--- src/rtl/shape_color_classifier.sv ---
// Per-frame treasure classifier: counts red/blue pixels, samples object widths on three rows,
// decides colour and shape at frame end and publishes only after CONFIRM_FRAMES agreeing frames.
module shape_color_classifier #(
  parameter int unsigned SCREEN_WIDTH   = 176,
  parameter int unsigned SCREEN_HEIGHT  = 144,
  parameter int unsigned X_MARGIN       = 20,
  parameter int unsigned ROW_TOP        = 28,
  parameter int unsigned ROW_MID        = 72,
  parameter int unsigned ROW_BOT        = 116,
  parameter int unsigned COLOR_THRESH   = 3000,
  parameter int unsigned TOL_SHIFT      = 3,
  parameter int unsigned CONFIRM_FRAMES = 2,
  parameter int unsigned CNT_W          = 15
) (
  input  logic             CLK,
  input  logic             RST_N,
  input  logic [7:0]       PIXEL_IN,
  input  logic [9:0]       VGA_PIXEL_X,
  input  logic [9:0]       VGA_PIXEL_Y,
  input  logic             VGA_VSYNC_NEG,
  output logic [7:0]       RESULT,
  output logic             RESULT_VALID,
  output logic [CNT_W-1:0] red_count,
  output logic [CNT_W-1:0] blue_count,
  output logic [9:0]       row_top,
  output logic [9:0]       row_mid,
  output logic [9:0]       row_bot
);
  localparam int unsigned SW = $clog2(CONFIRM_FRAMES + 1);

  typedef enum logic [1:0] {StIdle, StAccum, StEval, StVote} state_e;

  state_e           state_q, state_d;
  logic             vsync_q;
  logic [9:0]       x_q, y_q;
  logic [CNT_W-1:0] red_cnt_q, red_cnt_d, blue_cnt_q, blue_cnt_d;
  logic [9:0]       red_row_q [3];
  logic [9:0]       red_row_d [3];
  logic [9:0]       blue_row_q [3];
  logic [9:0]       blue_row_d [3];
  logic [9:0]       row_q [3];
  logic [9:0]       row_d [3];
  logic [7:0]       cand_q, cand_d, last_q, last_d, result_q, result_d;
  logic [SW-1:0]    streak_q, streak_d, streak_nxt;
  logic             valid_q, valid_d, confirmed_q, confirmed_d;

  logic       rise, fall, is_red, is_blue, fresh, in_win, in_margin, count_en, publish;
  logic       pick_red, pick_blue;
  logic [9:0] row_y [3];
  logic [9:0] f, s, t, d_sf, d_ts;
  logic [2:0] shape;

  function automatic logic [CNT_W-1:0] inc_cnt(input logic [CNT_W-1:0] v);
    return (&v) ? v : v + CNT_W'(1);
  endfunction

  function automatic logic [9:0] inc_row(input logic [9:0] v);
    return (&v) ? v : v + 10'd1;
  endfunction

  assign row_y[0] = 10'(ROW_TOP);
  assign row_y[1] = 10'(ROW_MID);
  assign row_y[2] = 10'(ROW_BOT);

  assign rise      = VGA_VSYNC_NEG & ~vsync_q;
  assign fall      = ~VGA_VSYNC_NEG & vsync_q;
  assign is_red    = (PIXEL_IN[7:5] != 3'd0) && (PIXEL_IN[4:3] == 2'd0) && (PIXEL_IN[1:0] == 2'd0);
  assign is_blue   = (PIXEL_IN[7:6] == 2'd0) && !PIXEL_IN[4];
  assign fresh     = (VGA_PIXEL_X != x_q) || (VGA_PIXEL_Y != y_q);
  assign in_win    = (VGA_PIXEL_X < 10'(SCREEN_WIDTH)) && (VGA_PIXEL_Y < 10'(SCREEN_HEIGHT));
  assign in_margin = (VGA_PIXEL_X > 10'(X_MARGIN)) && (VGA_PIXEL_X < 10'(SCREEN_WIDTH - X_MARGIN));
  assign count_en  = (state_q == StAccum) && !fall && fresh && in_win;

  // Frame decision, evaluated from the held end-of-frame counters.
  always_comb begin
    pick_red  = red_cnt_q > CNT_W'(COLOR_THRESH);
    pick_blue = !pick_red && (blue_cnt_q > CNT_W'(COLOR_THRESH));
    f = pick_red ? red_row_q[0] : blue_row_q[0];
    s = pick_red ? red_row_q[1] : blue_row_q[1];
    t = pick_red ? red_row_q[2] : blue_row_q[2];
    d_sf = (s >= f) ? s - f : f - s;
    d_ts = (t >= s) ? t - s : s - t;
    shape = 3'b000;
    if ((pick_red || pick_blue) && f != '0 && s != '0 && t != '0) begin
      if (d_sf <= (s >> TOL_SHIFT) && d_ts <= (t >> TOL_SHIFT)) shape = 3'b011;
      else if (s < t) shape = 3'b010;
      else if (s > t) shape = 3'b001;
      else shape = 3'b100;
    end
  end

  always_comb begin
    streak_nxt = (cand_q != last_q) ? SW'(1) :
                 (streak_q == SW'(CONFIRM_FRAMES)) ? streak_q : streak_q + SW'(1);
    publish = (streak_nxt == SW'(CONFIRM_FRAMES)) && ((cand_q != result_q) || !confirmed_q);
  end

  always_comb begin
    state_d     = state_q;
    red_cnt_d   = red_cnt_q;
    blue_cnt_d  = blue_cnt_q;
    red_row_d   = red_row_q;
    blue_row_d  = blue_row_q;
    row_d       = row_q;
    cand_d      = cand_q;
    last_d      = last_q;
    streak_d    = streak_q;
    result_d    = result_q;
    confirmed_d = confirmed_q;
    valid_d     = 1'b0;
    unique case (state_q)
      StIdle: begin
        if (rise) begin
          state_d    = StAccum;
          red_cnt_d  = '0;
          blue_cnt_d = '0;
          red_row_d  = '{default: '0};
          blue_row_d = '{default: '0};
        end
      end
      StAccum: begin
        if (fall) begin
          state_d = StEval;
        end else if (count_en) begin
          if (is_red) red_cnt_d = inc_cnt(red_cnt_q);
          if (is_blue) blue_cnt_d = inc_cnt(blue_cnt_q);
          for (int i = 0; i < 3; i++) begin
            if (VGA_PIXEL_Y == row_y[i] && in_margin) begin
              if (is_red) red_row_d[i] = inc_row(red_row_q[i]);
              if (is_blue) blue_row_d[i] = inc_row(blue_row_q[i]);
            end
          end
        end
      end
      StEval: begin
        row_d[0] = f;
        row_d[1] = s;
        row_d[2] = t;
        cand_d   = {3'b000, shape, pick_blue, pick_red};
        state_d  = StVote;
      end
      StVote: begin
        last_d   = cand_q;
        streak_d = streak_nxt;
        if (publish) begin
          result_d    = cand_q;
          valid_d     = 1'b1;
          confirmed_d = 1'b1;
        end
        state_d = StIdle;
      end
      default: state_d = StIdle;
    endcase
  end

  // vsync_q resets high so a frame already in progress at reset never looks like a rising edge.
  always_ff @(posedge CLK or negedge RST_N) begin
    if (!RST_N) begin
      state_q     <= StIdle;
      vsync_q     <= 1'b1;
      x_q         <= '0;
      y_q         <= '0;
      red_cnt_q   <= '0;
      blue_cnt_q  <= '0;
      red_row_q   <= '{default: '0};
      blue_row_q  <= '{default: '0};
      row_q       <= '{default: '0};
      cand_q      <= '0;
      last_q      <= '0;
      streak_q    <= '0;
      result_q    <= '0;
      valid_q     <= 1'b0;
      confirmed_q <= 1'b0;
    end else begin
      state_q     <= state_d;
      vsync_q     <= VGA_VSYNC_NEG;
      x_q         <= VGA_PIXEL_X;
      y_q         <= VGA_PIXEL_Y;
      red_cnt_q   <= red_cnt_d;
      blue_cnt_q  <= blue_cnt_d;
      red_row_q   <= red_row_d;
      blue_row_q  <= blue_row_d;
      row_q       <= row_d;
      cand_q      <= cand_d;
      last_q      <= last_d;
      streak_q    <= streak_d;
      result_q    <= result_d;
      valid_q     <= valid_d;
      confirmed_q <= confirmed_d;
    end
  end

  assign RESULT       = result_q;
  assign RESULT_VALID = valid_q;
  assign red_count    = red_cnt_q;
  assign blue_count   = blue_cnt_q;
  assign row_top      = row_q[0];
  assign row_mid      = row_q[1];
  assign row_bot      = row_q[2];

endmodule
--- config.mk ---
export PLATFORM = sky130hd
export DESIGN_NAME = shape_color_classifier
export DESIGN_NICKNAME = d
export VERILOG_FILES = /design/src/rtl/shape_color_classifier.sv
export SDC_FILE = /design/constraint.sdc
export NUM_CORES = 1
export LEC_CHECK = 0
export BUFFER_PORTS_ARGS = -buffer_cell sky130_fd_sc_hd__clkbuf_2
export CELL_PAD_IN_SITES_DETAIL_PLACEMENT = 2
export CELL_PAD_IN_SITES_GLOBAL_PLACEMENT = 2
export CORE_ASPECT_RATIO = 1.1
export CORE_MARGIN = 1.5
export CORE_UTILIZATION = 40
export DETAILED_ROUTE_END_ITERATION = 7
export PLACE_DENSITY_LB_ADDON = 0.08
export SLEW_MARGIN = 10
export SYNTH_ARGS = -nofsm -noshare
export SYNTH_HDL_FRONTEND = slang
export SYNTH_SLANG_ARGS = --single-unit
--- constraint.sdc ---
create_clock -name CLK -period 13.59 [get_ports CLK]
set_clock_uncertainty 0.15 [all_clocks]
set_input_delay 2.0385 -clock CLK [delete_from_list [all_inputs] [get_ports CLK]]
set_output_delay 2.0385 -clock CLK [all_outputs]
set_load 0.05 [all_outputs]
# --- Yosys cells after proc, flatten, opt, wreduce, memory -nomap -nowiden ---
# Index checks and enable logic that the tools add are counted.
op_classes:
  add_sub_neg: 13
  mul: 0
  div_mod_pow: 0
  n_lt_le_gt_ge: 12
  eq_ne: 29
  n_shift: 0
  n_mux: 52
  bitwise_logic: 4
  n_reduce_logical: 51
op_table:
  columns: ["op", "count"]
  rows:
  - ["10-bit 2-to-1 mux", 23]
  - ["30-bit 2-to-1 mux", 5]
  - ["15-bit 2-to-1 mux", 9]
  - ["30-bit case mux with 2 select lines", 2]
  - ["10-bit by 1-bit adder with 10-bit output (second input constant)", 6]
  - ["15-bit case mux with 2 select lines", 2]
  - ["10-bit AND reduction", 6]
  - ["7-bit AND reduction", 6]
  - ["10-bit subtractor", 4]
  - ["15-bit by 1-bit adder with 15-bit output (second input constant)", 2]
  - ["15-bit by 12-bit greater-than comparator with 1-bit output (second input constant)", 2]
  - ["10-bit by 8-bit < comparator with 1-bit output (second input constant)", 3]
  - ["15-bit AND reduction", 2]
  - ["10-bit nonzero test", 3]
  - ["2-bit != test (second input constant)", 14]
  - ["10-bit by 7-bit == test with 1-bit output (second input constant)", 2]
  - ["10-bit greater-or-equal comparator", 2]
  - ["10-bit by 7-bit <= comparator with 1-bit output", 2]
  - ["10-bit != test", 2]
  - ["1-bit logical AND", 17]
  - ["3-bit 2-to-1 mux", 4]
  - ["6-bit AND reduction", 2]
  - ["10-bit by 5-bit == test with 1-bit output (second input constant)", 1]
  - ["10-bit greater-than comparator", 1]
  - ["other kinds (18)", 39]
totals:
  ff_bits: 162
  latchBits: 0
  ramBits: 0
  romBits: 0
  in_bits: 31
  out_inout_bits: 69
  word_cells: 182
  mem_count: 0

# --- Logic depth before layout (Yosys ltp) ---
# Gate-level depths: netlist of the first run.
logic_depth:
  depth_word: 9
  depth_mapped: 31
  ltp_nobuf: 26

# --- Worst setup path after synthesis of the first run ---
# OpenSTA, ideal clock, no wires.
synth_timing:
  path_type: "reg-to-reg"
  start: "reg red_cnt_q[12], in the netlist red_count[12]"
  end: "reg cand_q[3]"
  setup_time_ns: 0.067
  t_arrival_ns: 5.977
  t_required_ns: 13.373
  slack_ns: 7.397
  path_stages_with_launch: 29
  n_path_buf: 5
  synth_period_minus_slack_ns: 6.193
  path_cell_list: "dfrtp_1 or3_1 nor4_2 a21o_1 buf_6 buf_12 buf_4 buf_2 mux2i_1 ha_1 inv_1 fa_1 nor2_1 a211oi_1 mux2_2 o211ai_1 and4_4 buf_12 mux2_2 ha_1 nor2b_1 o21a_1 o21a_1 o21ai_0 nand2b_1 a211oi_1 o21ai_0 nor4_2 a221o_1"
synth_via:
  elab_chain_cells: 8
  elab_cells_between_ends: 28
  classes_between: "add/sub (4); order compare (6); mux (8); reduce/logical (10)"
synth_lines:
  columns: ["item", "line", "source"]
  rows:
  - ["from (decl)", "36", "logic [CNT_W-1:0] red_cnt_q, red_cnt_d, blue_cnt_q, blue_cnt_d;"]
  - ["from (signal assigned)", "179", "red_cnt_q <= red_cnt_d;"]
  - ["15-bit by 12-bit greater-than comparator with 1-bit output (*)", "76", "pick_red = red_cnt_q > CNT_W'(COLOR_THRESH);"]
  - ["10-bit 2-to-1 mux (tied with other cells)", "78", "f = pick_red ? red_row_q[0] : blue_row_q[0];"]
  - ["10-bit subtractor (tied with other cells)", "81", "d_sf = (s >= f) ? s - f : f - s;"]
  - ["10-bit 2-to-1 mux (tied with other cells)", "81", null]
  - ["10-bit by 7-bit <= comparator with 1-bit output / 1-bit logical AND (equally long branches)", "85, 84", null]
  - ["1-bit logical AND (on tied branches)", "85, 84", null]
  - ["3-bit 2-to-1 mux / 1-bit logical AND (equally long branches)", "85, 84", null]
  - ["3-bit 2-to-1 mux (*)", "84", "if ((pick_red || pick_blue) && f != '0 && s != '0 && t != '0) begin"]
  - ["to (signal assigned)", "184", "cand_q <= cand_d;"]
  - ["to (decl)", "43", "logic [7:0] cand_q, cand_d, last_q, last_d, result_q, result_d;"]
# Mark *: on every way between the ends. The rest lies on a longest branch, timed or not.
# A chain may end at the register's enable or synchronous reset.

# --- Worst setup path after layout of the first run ---
# Ends and elaborated chain as after synthesis.

==> results of run 1 <==
## metrics by stage
stage | util | area [um^2] | total power, mW | hold slack, ns
3_3_place_gp | 0.438 | 11500 | 2.04 | 0.309
4_1_cts | 0.463 | 12100 | 2.68 | 0.331
5_1_grt | 0.463 | 12100 | 2.84 | 0.355
2_1_floorplan | - | 10700 | 1.71 | 0.290
3_5_place_dp | 0.438 | 11500 | 2.10 | 0.314
6_report | 0.463 | 12100 | 2.66 | 0.333
## kinds of logic after synthesis
logic type               count (synthesis)
multiplexers                            66
XOR/XNOR                               107
AND/OR/NAND/NOR                        440
buffers and inverters                  135
adder cells (fa/ha/maj)                 68
flip-flops                             162
other                                    1
AO/OA/AOI/OAI                          231
## power by group through the flow
stage	clock network [mW]	registers (mW)	logic (mW)
global placement	0	0.635	1.41
finish	0.550	0.632	1.48
global route	0.578	0.644	1.62
detailed placement	0	0.640	1.46
floorplan	0	0.797	0.911
CTS	0.559	0.633	1.49
## final timing paths
kind,to,depth (start not counted),start,slack (ns)
hold / removal,confirmed_q,1,confirmed_q,0.33
hold reg to reg,confirmed_q,1,confirmed_q,0.33
setup reg to reg,cand_q[3],21,red_count[12],6.21
setup / recovery,cand_q[3],21,red_count[12],6.21
max in group asynchronous,blue_row_q[18],2,RST_N,10.26
min in group asynchronous,streak_q[0],1,RST_N,1.51
## cell type report
type,instances,area [um^2]
Timing Repair Buffer,114,624
Inverter,77,289
Clock buffer,20,447
Clock inverter,12,203
Multi-Input combinational cell,915,6090
Sequential cell,162,4060
Tap cell,352,440
Fill cell,2985,14100
## per-layer routing
metal  up-vias  GRT usage  wire [um]
li1       4364          -          -
met3        52     0.0353        854
met2       126      0.457      17500
met5         -          0          0
met1      4862      0.328      15700
met4         0     0.0983       1010
## cells in the final DEF (no fill, tap or decap), drive strengths merged, types with 4 or more instances in the layout
cell type	Yosys	routed
nor2	141	141
mux2	21	21
xor2	41	41
a211oi	10	10
bufinv	0	5
dfrtp	161	161
o21ai	52	52
o311ai	4	4
inv	76	78
o31ai	8	8
xnor2	66	66
nor3	28	28
buf	15	20
nand4	29	29
clkbuf	43	114
ha	56	56
nand2	107	107
a221oi	4	4
or3	16	16
fa	4	4
mux2i	45	45
maj3	8	8
nor4	17	17
and4	5	5
a21boi	5	5
nor2b	12	12
and3	15	15
a21o	10	10
nand3	42	42
a21oi	75	75
a31oi	19	19
nand2b	15	15
## state kept, by name, summed over array words and instances, names as in the netlist, 2 cells and up
name        count
row_mid        10
row_top        10
blue_count     15
red_row_q      30
blue_row_q     30
state_q         2
y_q            10
red_count      15
cand_q          5
streak_q        2
row_bot        10
RESULT          5
x_q            10
last_q          5
==> impl_metrics.py, run 1 <==
metrics = {
    "setup_path": {
        "cp.required_ns": 13.77,
        "crit_type": "flop to flop",
        "crit_family": "compound AO/OA/AOI/OAI gates",
        "path_max_fanout": 60,
        "timing.critical_path.buf_inv": 2,
        "cp_slowest_cell": "mux2i_1",
        "arrival_ns": 7.56,
        "endpoint_kind": "flop",
        "path_cells": "or3_1, nor4_2, a21o_2, buf_4, mux2i_1, ha_1, inv_1, fa_1, a21oi_1, nor4b_1, a221oi_4, o21ai_0, o22ai_1, xnor2_1, ha_1, and4_1, and3_1, mux2_2, a211oi_1, nor4_2, a221o_1",
        "start_kind": "flop",
        "slowest_delay_ns": 0.85,
    },
    "timing": {
        "setup_violations": 0,
        "fin_crit_ns": 7.38,
        "tns_ns": 0,
        "max_freq_ghz": 0.135,
        "hold_viol_final": 0,
        "drv_slew": 0,
        "grt_setup_unrepaired": "false",
        "post-route-period-util": 0.543,
        "setup_ws_ns": 6.21,
        "max_slew.worst_pin.slew_ns": 1.18,
        "relSlewSlack": 0.199,
    },
    "clock_tree": {
        "numCtsBuffers": 17,
        "cts_root_buffer": "clkbuf_16",
        "cts_resized": 0,
        "cts_setup_buffers": 0,
        "tritoncts": "built",
        "clock-sinks": 162,
        "clk_pin_slew_ns": 0.07,
        "clkLatencyLatePin_ns": 0.45,
        "h-tree-depth": 4,
        "hold_buffers": 0,
        "max-clock-path-buffers": 2,
    },
    "floorplan": {
        "core.rowCount": 62,
        "die_w_um": 159,
        "initial_core_util": 0.408,
        "design.core.area_um2": 26200,
        "io_pins": 100,
        "die_area_um2": 27700,
        "die_h_um": 174,
    },
    "power": {
        "powerDensity_nw_per_um2": 219,
        "swShare": 0.460,
        "ir_drop_mv": 0.0836,
        "power_switching_mw": 1.22,
        "p_comb_frac": 0.555,
        "p_int_mw": 1.43,
        "leakagePower_nw": 5.85,
        "p_seq_frac": 0.238,
        "clkPwrFrac": 0.207,
    },
    "logic_synthesis": {
        "synth_common_cells": "dfrtp_1 (161), nor2_1 (141), nand2_1 (107)",
        "yosys.area_share.simple": 0.195,
        "synth_cell_type_count": 76,
        "syn_area_per_cell_um2": 8.83,
        "synth_top_area_share": 0.377,
        "async_reset_ff_frac": 1.00,
        "synth_most_common_cell": "dfrtp_1",
        "ys_ff_latch": 162,
        "yosys.area_share.xor_xnor": 0.0877,
        "syn_inst": 1210,
        "synth.area.mux_share": 0.0643,
        "synth_top_family_by_area": "simple AND/OR/NAND/NOR gates",
        "synth_edf_count": 0,
        "netlist_area_um2": 10700,
        "ys_seq_area_frac": 0.379,
        "synth_ff_type": "dfrtp_1",
        "ys_top_cells_by_area": "dfrtp_1 (38%), ha_1 (6.6%), xnor2_1 (5.4%)",
        "synthAdderAreaFrac": 0.0805,
        "synth-compound-area-share": 0.139,
        "yosysTopAreaCell": "dfrtp_1",
        "yosys_warnings": 0,
    },
    "run": {
        "cap_violations": 0,
    },
    "place": {
        "dpl_worst_slack_ns": 6.18,
        "placed_cells": 1620,
        "place_congestion": 0.853,
        "hpwl_mm": 24.9,
        "port_buffers": 95,
    },
    "global_routing": {
        "grt-ovfl-total": 0,
        "track_usage": 0.261,
        "grt_pass1_vias": 10300,
        "grt_pass1_wl_mm": 57.1,
        "grt_max_degree": 94,
        "antenna_found_initial": 0,
    },
    "routing": {
        "drc": 0,
        "postRouteAntennaNets": 0,
        "routed_wl_mm": 35.0,
        "first_pass_iters": 4,
        "wire_per_inst_um": 21.2,
        "avgViaCountPerCell": 5.69,
        "vias": 9404,
        "drt_iter0_drc": 406,
    },
    "run_status": {
        "status": "finished, final reports clean",
    },
    "finish": {
        "area_delta_synth_final_pct": 13.6,
        "final_cells": 1652,
        "drive_gt1_frac": 0.139,
        "nets": 1378,
        "antennaDiodeCount": 0,
    },
    "worst_hold_path": {
        "worst_hold_path_type": "flop to flop",
    },
}
No activity file was read; power rests on OpenSTA's default activity.
==> run 2: changes to the inputs <==
CORE_UTILIZATION = 37   (was 40)
clock period = 6.9 ns   (was 13.59 ns; I/O delays follow)
==> run 2 against run 1 <==
First-iteration DRC count decreased by 9.9%. Critical path depth grew 4. Core utilization is 3.2 points lower. Sequential cell count unchanged. Wire length decreased by 1.1%. Total power grew 96%. Final area grew 1.3%. Global-route usage down 1.7 points. Die area grew 8.0%. Highest routed layer unchanged.
==> impl_metrics.py, run 2 (synthesis gave the netlist of run 1 again) <==
metrics = {
    "place": {
        "port_buffers": 95,
        "place_congestion": 0.822,
        "hpwl_mm": 25.8,
        "place_area_um2": 11800,
    },
    "routing": {
        "avgViaCountPerCell": 5.56,
        "routed_wl_mm": 34.6,
        "wire_per_inst_um": 20.4,
        "postRouteAntennaNets": 0,
        "vias": 9451,
        "drc": 0,
        "first_pass_iters": 4,
        "drt_iter0_drc": 366,
    },
    "setup_path": {
        "r2r-end": "cand_q[4]",
        "rr_worst_depth": 25,
        "path_max_fanout": 13,
        "arrival_ns": 6.60,
        "start_kind": "flop",
        "rrSetupSlack_ns": 0.47,
        "endpoint_kind": "flop",
        "crit_type": "flop to flop",
        "rr_startpoint": "red_count[12]",
        "cp.required_ns": 7.07,
    },
    "global_routing": {
        "grt_pass1_vias": 10300,
        "grt_pass1_wl_mm": 56.6,
        "antenna_found_initial": 0,
        "grt-ovfl-total": 0,
        "grt_max_degree": 97,
        "track_usage": 0.244,
    },
    "clock_tree": {
        "cts_resized": 0,
        "cts_setup_buffers": 0,
        "clock-sinks": 162,
        "max-clock-path-buffers": 2,
        "cts_root_buffer": "clkbuf_16",
        "tritoncts": "built",
        "h-tree-depth": 4,
        "hold_buffers": 0,
        "clkLatencyLatePin_ns": 0.43,
        "clk_pin_slew_ns": 0.07,
        "numCtsBuffers": 17,
    },
    "finish": {
        "drive_gt1_frac": 0.161,
        "nets": 1411,
        "top_regs": "blue_row_q x30, red_row_q x30",
        "multiInputGateArea_um2": 6090,
        "final_common_cell": "dfrtp_1",
        "antennaDiodeCount": 0,
        "seqCellArea_um2": 4060,
        "area_delta_synth_final_pct": 15.2,
        "stdcell_area_um2": 12300,
        "n_fill_cell": 3197,
        "final_cell_mix": "dfrtp_1 (161), nor2_1 (141), nand2_1 (107)",
    },
    "run_status": {
        "status": "finished, final reports clean",
    },
    "power": {
        "finalPower_mw": 5.20,
        "ir_drop_mv": 0.250,
        "powerDensity_nw_per_um2": 422,
        "leakagePower_nw": 5.95,
    },
    "floorplan": {
        "initial_core_util": 0.374,
        "die_area_um2": 29900,
        "io_pins": 100,
        "design.core.area_um2": 28500,
        "die_w_um": 165,
        "die_h_um": 181,
        "core.rowCount": 65,
    },
    "run": {
        "cap_violations": 0,
    },
    "worst_hold_path": {
        "whs_path_depth": 1,
        "worstHoldStart": "confirmed_q",
        "min_delay_worst_endpoint": "confirmed_q",
        "worst_hold_path_type": "flop to flop",
    },
    "timing": {
        "drv_slew": 0,
        "hold_viol_final": 0,
        "relSlewSlack": 0.287,
        "max_slew.worst_pin.slew_ns": 1.06,
        "setup_violations": 0,
        "max_freq_ghz": 0.156,
        "tns_ns": 0,
        "grt_setup_unrepaired": "false",
        "fin_crit_ns": 6.43,
        "post-route-period-util": 0.932,
    },
}
[run 2: worst max-delay path by stage]
| stage | startpoint | endpoint | slack (ns) |
|---|---|---|---|
| 3_3_place_gp | red_count[12] | cand_q[4] | 0.55 |
| 5_1_grt | red_count[10] | cand_q[4] | 0.01 |
| 3_5_place_dp | red_count[12] | cand_q[4] | 0.43 |
| 6_report | red_count[12] | cand_q[4] | 0.47 |
| 2_1_floorplan | red_count[12] | cand_q[3] | 0.71 |
| 4_1_cts | red_count[12] | cand_q[4] | 0.39 |
[run 2: area by class of cell]
type,count,share of cell area
clock buffer,21,0.0374
clock inverter,10,0.00630
inverter,77,0.0235
multi-input combinational,915,0.495
sequential,162,0.329
tap,368,0.0374
timing repair buffer,147,0.0709
[run 2: per-stage QoR]
stage / cells / util / hold WS [ns] / worst slack (ns)
6_report: 1700 / 0.431 / 0.329 / 0.469
4_1_cts: 1700 / 0.431 / 0.332 / 0.391
3_5_place_dp: 1669 / 0.412 / 0.312 / 0.434
3_3_place_gp: 1669 / 0.412 / 0.310 / 0.554
2_1_floorplan: 1212 / - / 0.290 / 0.707
5_1_grt: 1700 / 0.431 / 0.359 / 0.0120
[run 2: worst max-delay path, stage by stage, from the launching register on]
cell	delay, ns
dfrtp_1	0.44
or3_1	0.41
nor4_2	0.38
a21o_2	0.44
buf_4	0.30
nand2_1	0.07
a21boi_1	0.16
ha_1	0.48
inv_1	0.19
o221ai_1	0.17
a31oi_1	0.20
mux2i_1	0.15
a221oi_4	0.45
a21oi_1	0.07
a31oi_1	0.20
xnor2_1	0.15
ha_1	0.26
a21o_1	0.20
a31o_2	0.24
a21oi_1	0.18
nand2_1	0.10
a31oi_1	0.17
a211oi_1	0.10
nor4_2	0.39
buf_4	0.18
o2bb2ai_1	0.07
[run 2: per-layer routing]
metal | GRT usage | vias to the layer above | share of wire
met5 | 0 | - | 0
met4 | 0.0804 | 0 | 0.025
met3 | 0.0365 | 40 | 0.027
met2 | 0.412 | 143 | 0.49
met1 | 0.317 | 4824 | 0.46
li1 | - | 4444 | -
[run 2: where the power goes]
| group | internal, mW | switching, mW | total (mW) | leakage, nW |
|---|---|---|---|---|
| registers | 1.11 | 0.125 | 1.24 | 2.14 |
| logic | 1.20 | 1.86 | 3.06 | 3.56 |
| clock network | 0.480 | 0.418 | 0.898 | 0.248 |
| total | 2.79 | 2.40 | 5.20 | 5.95 |
==> run 3: changes to the inputs <==
CELL_PAD_IN_SITES_DETAIL_PLACEMENT = 1   (was 2)
CELL_PAD_IN_SITES_GLOBAL_PLACEMENT = 1   (was 2)
CORE_UTILIZATION = 46   (was 37)
==> run 3 against run 2 <==
Total power increased by 0.68%. Fmax decreased by 3.4%. Combinational power decreased by 4%. Sequential power about the same. Die area decreased by 19%.
==> impl_metrics.py, run 3 (synthesis gave the netlist of run 1 again) <==
metrics = {
    "timing": {
        "max_freq_ghz": 0.150,
        "grt_setup_unrepaired": "false",
        "fin_crit_ns": 6.65,
        "post-route-period-util": 0.964,
        "hold_viol_final": 0,
        "max_slew.worst_pin.slew_ns": 1.05,
        "setup_violations": 0,
        "drv_slew": 0,
        "relSlewSlack": 0.288,
        "tns_ns": 0,
    },
    "routing": {
        "routed_wl_mm": 31.7,
        "avgViaCountPerCell": 5.73,
        "wire_per_inst_um": 19.5,
        "drt_iter0_drc": 450,
        "first_pass_iters": 5,
        "postRouteAntennaNets": 0,
        "drc": 0,
        "vias": 9277,
    },
    "power": {
        "p_seq_frac": 0.237,
        "power_switching_mw": 2.42,
        "powerDensity_nw_per_um2": 428,
        "p_comb_frac": 0.565,
        "clkPwrFrac": 0.199,
        "leakagePower_nw": 5.94,
        "swShare": 0.462,
        "ir_drop_mv": 0.183,
        "p_int_mw": 2.81,
    },
    "setup_path": {
        "arrival_ns": 6.89,
        "crit_top_cell": "a21oi_1",
        "crit_family": "compound AO/OA/AOI/OAI gates",
        "path_max_fanout": 25,
        "cp_slowest_cell": "a21oi_4",
        "rr_startpoint": "red_count[10]",
        "timing.critical_path.buf_inv": 3,
        "path_depth": 23,
        "path_cells": "nand3b_1, o31a_1, a21oi_4, mux2i_1, inv_1, fa_1, a21oi_1, nor4b_1, buf_4, a221oi_4, a21oi_1, a31oi_1, xnor2_1, ha_1, a21o_1, a31o_2, a21oi_1, nand2_1, a21oi_1, a211oi_1, buf_4, nor4_2, a221o_1",
        "crit_type": "flop to flop",
        "cp.required_ns": 7.14,
        "crit_start": "red_count[10]",
        "slowest_delay_ns": 0.81,
        "start_kind": "flop",
        "endpoint_kind": "flop",
        "rr_worst_depth": 23,
    },
    "global_routing": {
        "grt_pass1_wl_mm": 52.1,
        "grt_pass1_vias": 9583,
        "track_usage": 0.275,
        "grt_max_degree": 96,
        "grt-ovfl-total": 0,
        "antenna_found_initial": 0,
    },
    "worst_hold_path": {
        "whs_path_depth": 1,
        "worst_hold_path_type": "flop to flop",
        "worstHoldStart": "confirmed_q",
    },
    "finish": {
        "final_common_cell": "dfrtp_1",
        "final_cells": 1620,
        "n_fill_cell": 2727,
        "drive_gt1_frac": 0.154,
        "nets": 1398,
        "top_regs": "blue_row_q x30, red_row_q x30",
        "final_cell_mix": "dfrtp_1 (161), nor2_1 (141), nand2_1 (107)",
        "area_delta_synth_final_pct": 14.4,
        "antennaDiodeCount": 0,
    },
    "floorplan": {
        "die_h_um": 163,
        "io_pins": 100,
        "core.rowCount": 58,
        "design.core.area_um2": 22900,
        "die_w_um": 148,
        "initial_core_util": 0.468,
        "die_area_um2": 24200,
    },
    "place": {
        "hpwl_mm": 23.2,
        "port_buffers": 95,
        "place_congestion": 0.911,
        "placed_cells": 1588,
    },
    "clock_tree": {
        "tritoncts": "built",
        "clkLatencyLatePin_ns": 0.45,
        "cts_root_buffer": "clkbuf_16",
        "clk_pin_slew_ns": 0.08,
        "h-tree-depth": 4,
        "max-clock-path-buffers": 2,
        "hold_buffers": 0,
        "clock-sinks": 162,
        "numCtsBuffers": 17,
    },
    "run_status": {
        "status": "finished, final reports clean",
    },
    "run": {
        "cap_violations": 0,
    },
}
-- run 3: cell types whose count changed in the layout (fill, tap and decap cells not counted), moves of 2 or more --
cell | previous run | this run
clkbuf_8 | 2 | 0
inv_6 | 2 | 5
bufinv_16 | 0 | 2
inv_8 | 0 | 3
clkinv_8 | 0 | 4
buf_4 | 52 | 39
clkbuf_1 | 2 | 0
clkinvlp_4 | 5 | 0
-- run 3: metal layers --
metal,vias up,wire length [um],track usage
li1,4398,-,-
met1,4635,14400,0.363
met2,193,15200,0.458
met3,51,981,0.0350
met4,0,1100,0.113
met5,-,0,0
-- run 3: power groups by stage --
stage / clock (mW) / combinational, mW / sequential (mW)
CTS: 1.05 / 2.96 / 1.24
global placement: 0 / 2.84 / 1.25
finish: 1.04 / 2.95 / 1.24
detailed placement: 0 / 2.92 / 1.26
global route: 1.08 / 3.26 / 1.26
floorplan: 0 / 1.80 / 1.57
-- run 3: worst paths after layout --
path	to	slack [ns]
max	cand_q[3]	0.25
min	confirmed_q	0.33
max reg2reg	cand_q[3]	0.25
min reg2reg	confirmed_q	0.33
max in group asynchronous	red_row_q[24]	4.61
min in group asynchronous	streak_q[0]	0.52
-- run 3: area by class of cell --
cell class / count / area (um^2) / share of cell area
Clock inverter: 15 / 211 / 0.0173
Multi-Input combinational cell: 915 / 6090 / 0.498
Clock buffer: 17 / 425 / 0.0348
Inverter: 77 / 289 / 0.0236
Tap cell: 300 / 375 / 0.0307
Sequential cell: 162 / 4060 / 0.332
Timing Repair Buffer: 134 / 774 / 0.0634
-- run 3: stage by stage --
| stage | utilization | cell area [um^2] | hold slack, ns | power, mW | worst slack (ns) |
|---|---|---|---|---|---|
| after floorplan | - | 10700 | 0.290 | 3.36 | 0.707 |
| after global placement | 0.507 | 11600 | 0.315 | 4.09 | 0.542 |
| after detailed placement | 0.507 | 11600 | 0.309 | 4.18 | 0.309 |
| after CTS | 0.534 | 12200 | 0.335 | 5.26 | 0.294 |
| after global routing | 0.535 | 12200 | 0.379 | 5.61 | 0.0274 |
| final | 0.535 | 12200 | 0.330 | 5.23 | 0.246 |
-- run 3: what timing repair did --
action	4_1_cts	5_1_grt
endpoints found under the setup margin	0	1
gates resized for setup	0	1
setup buffers	0	0
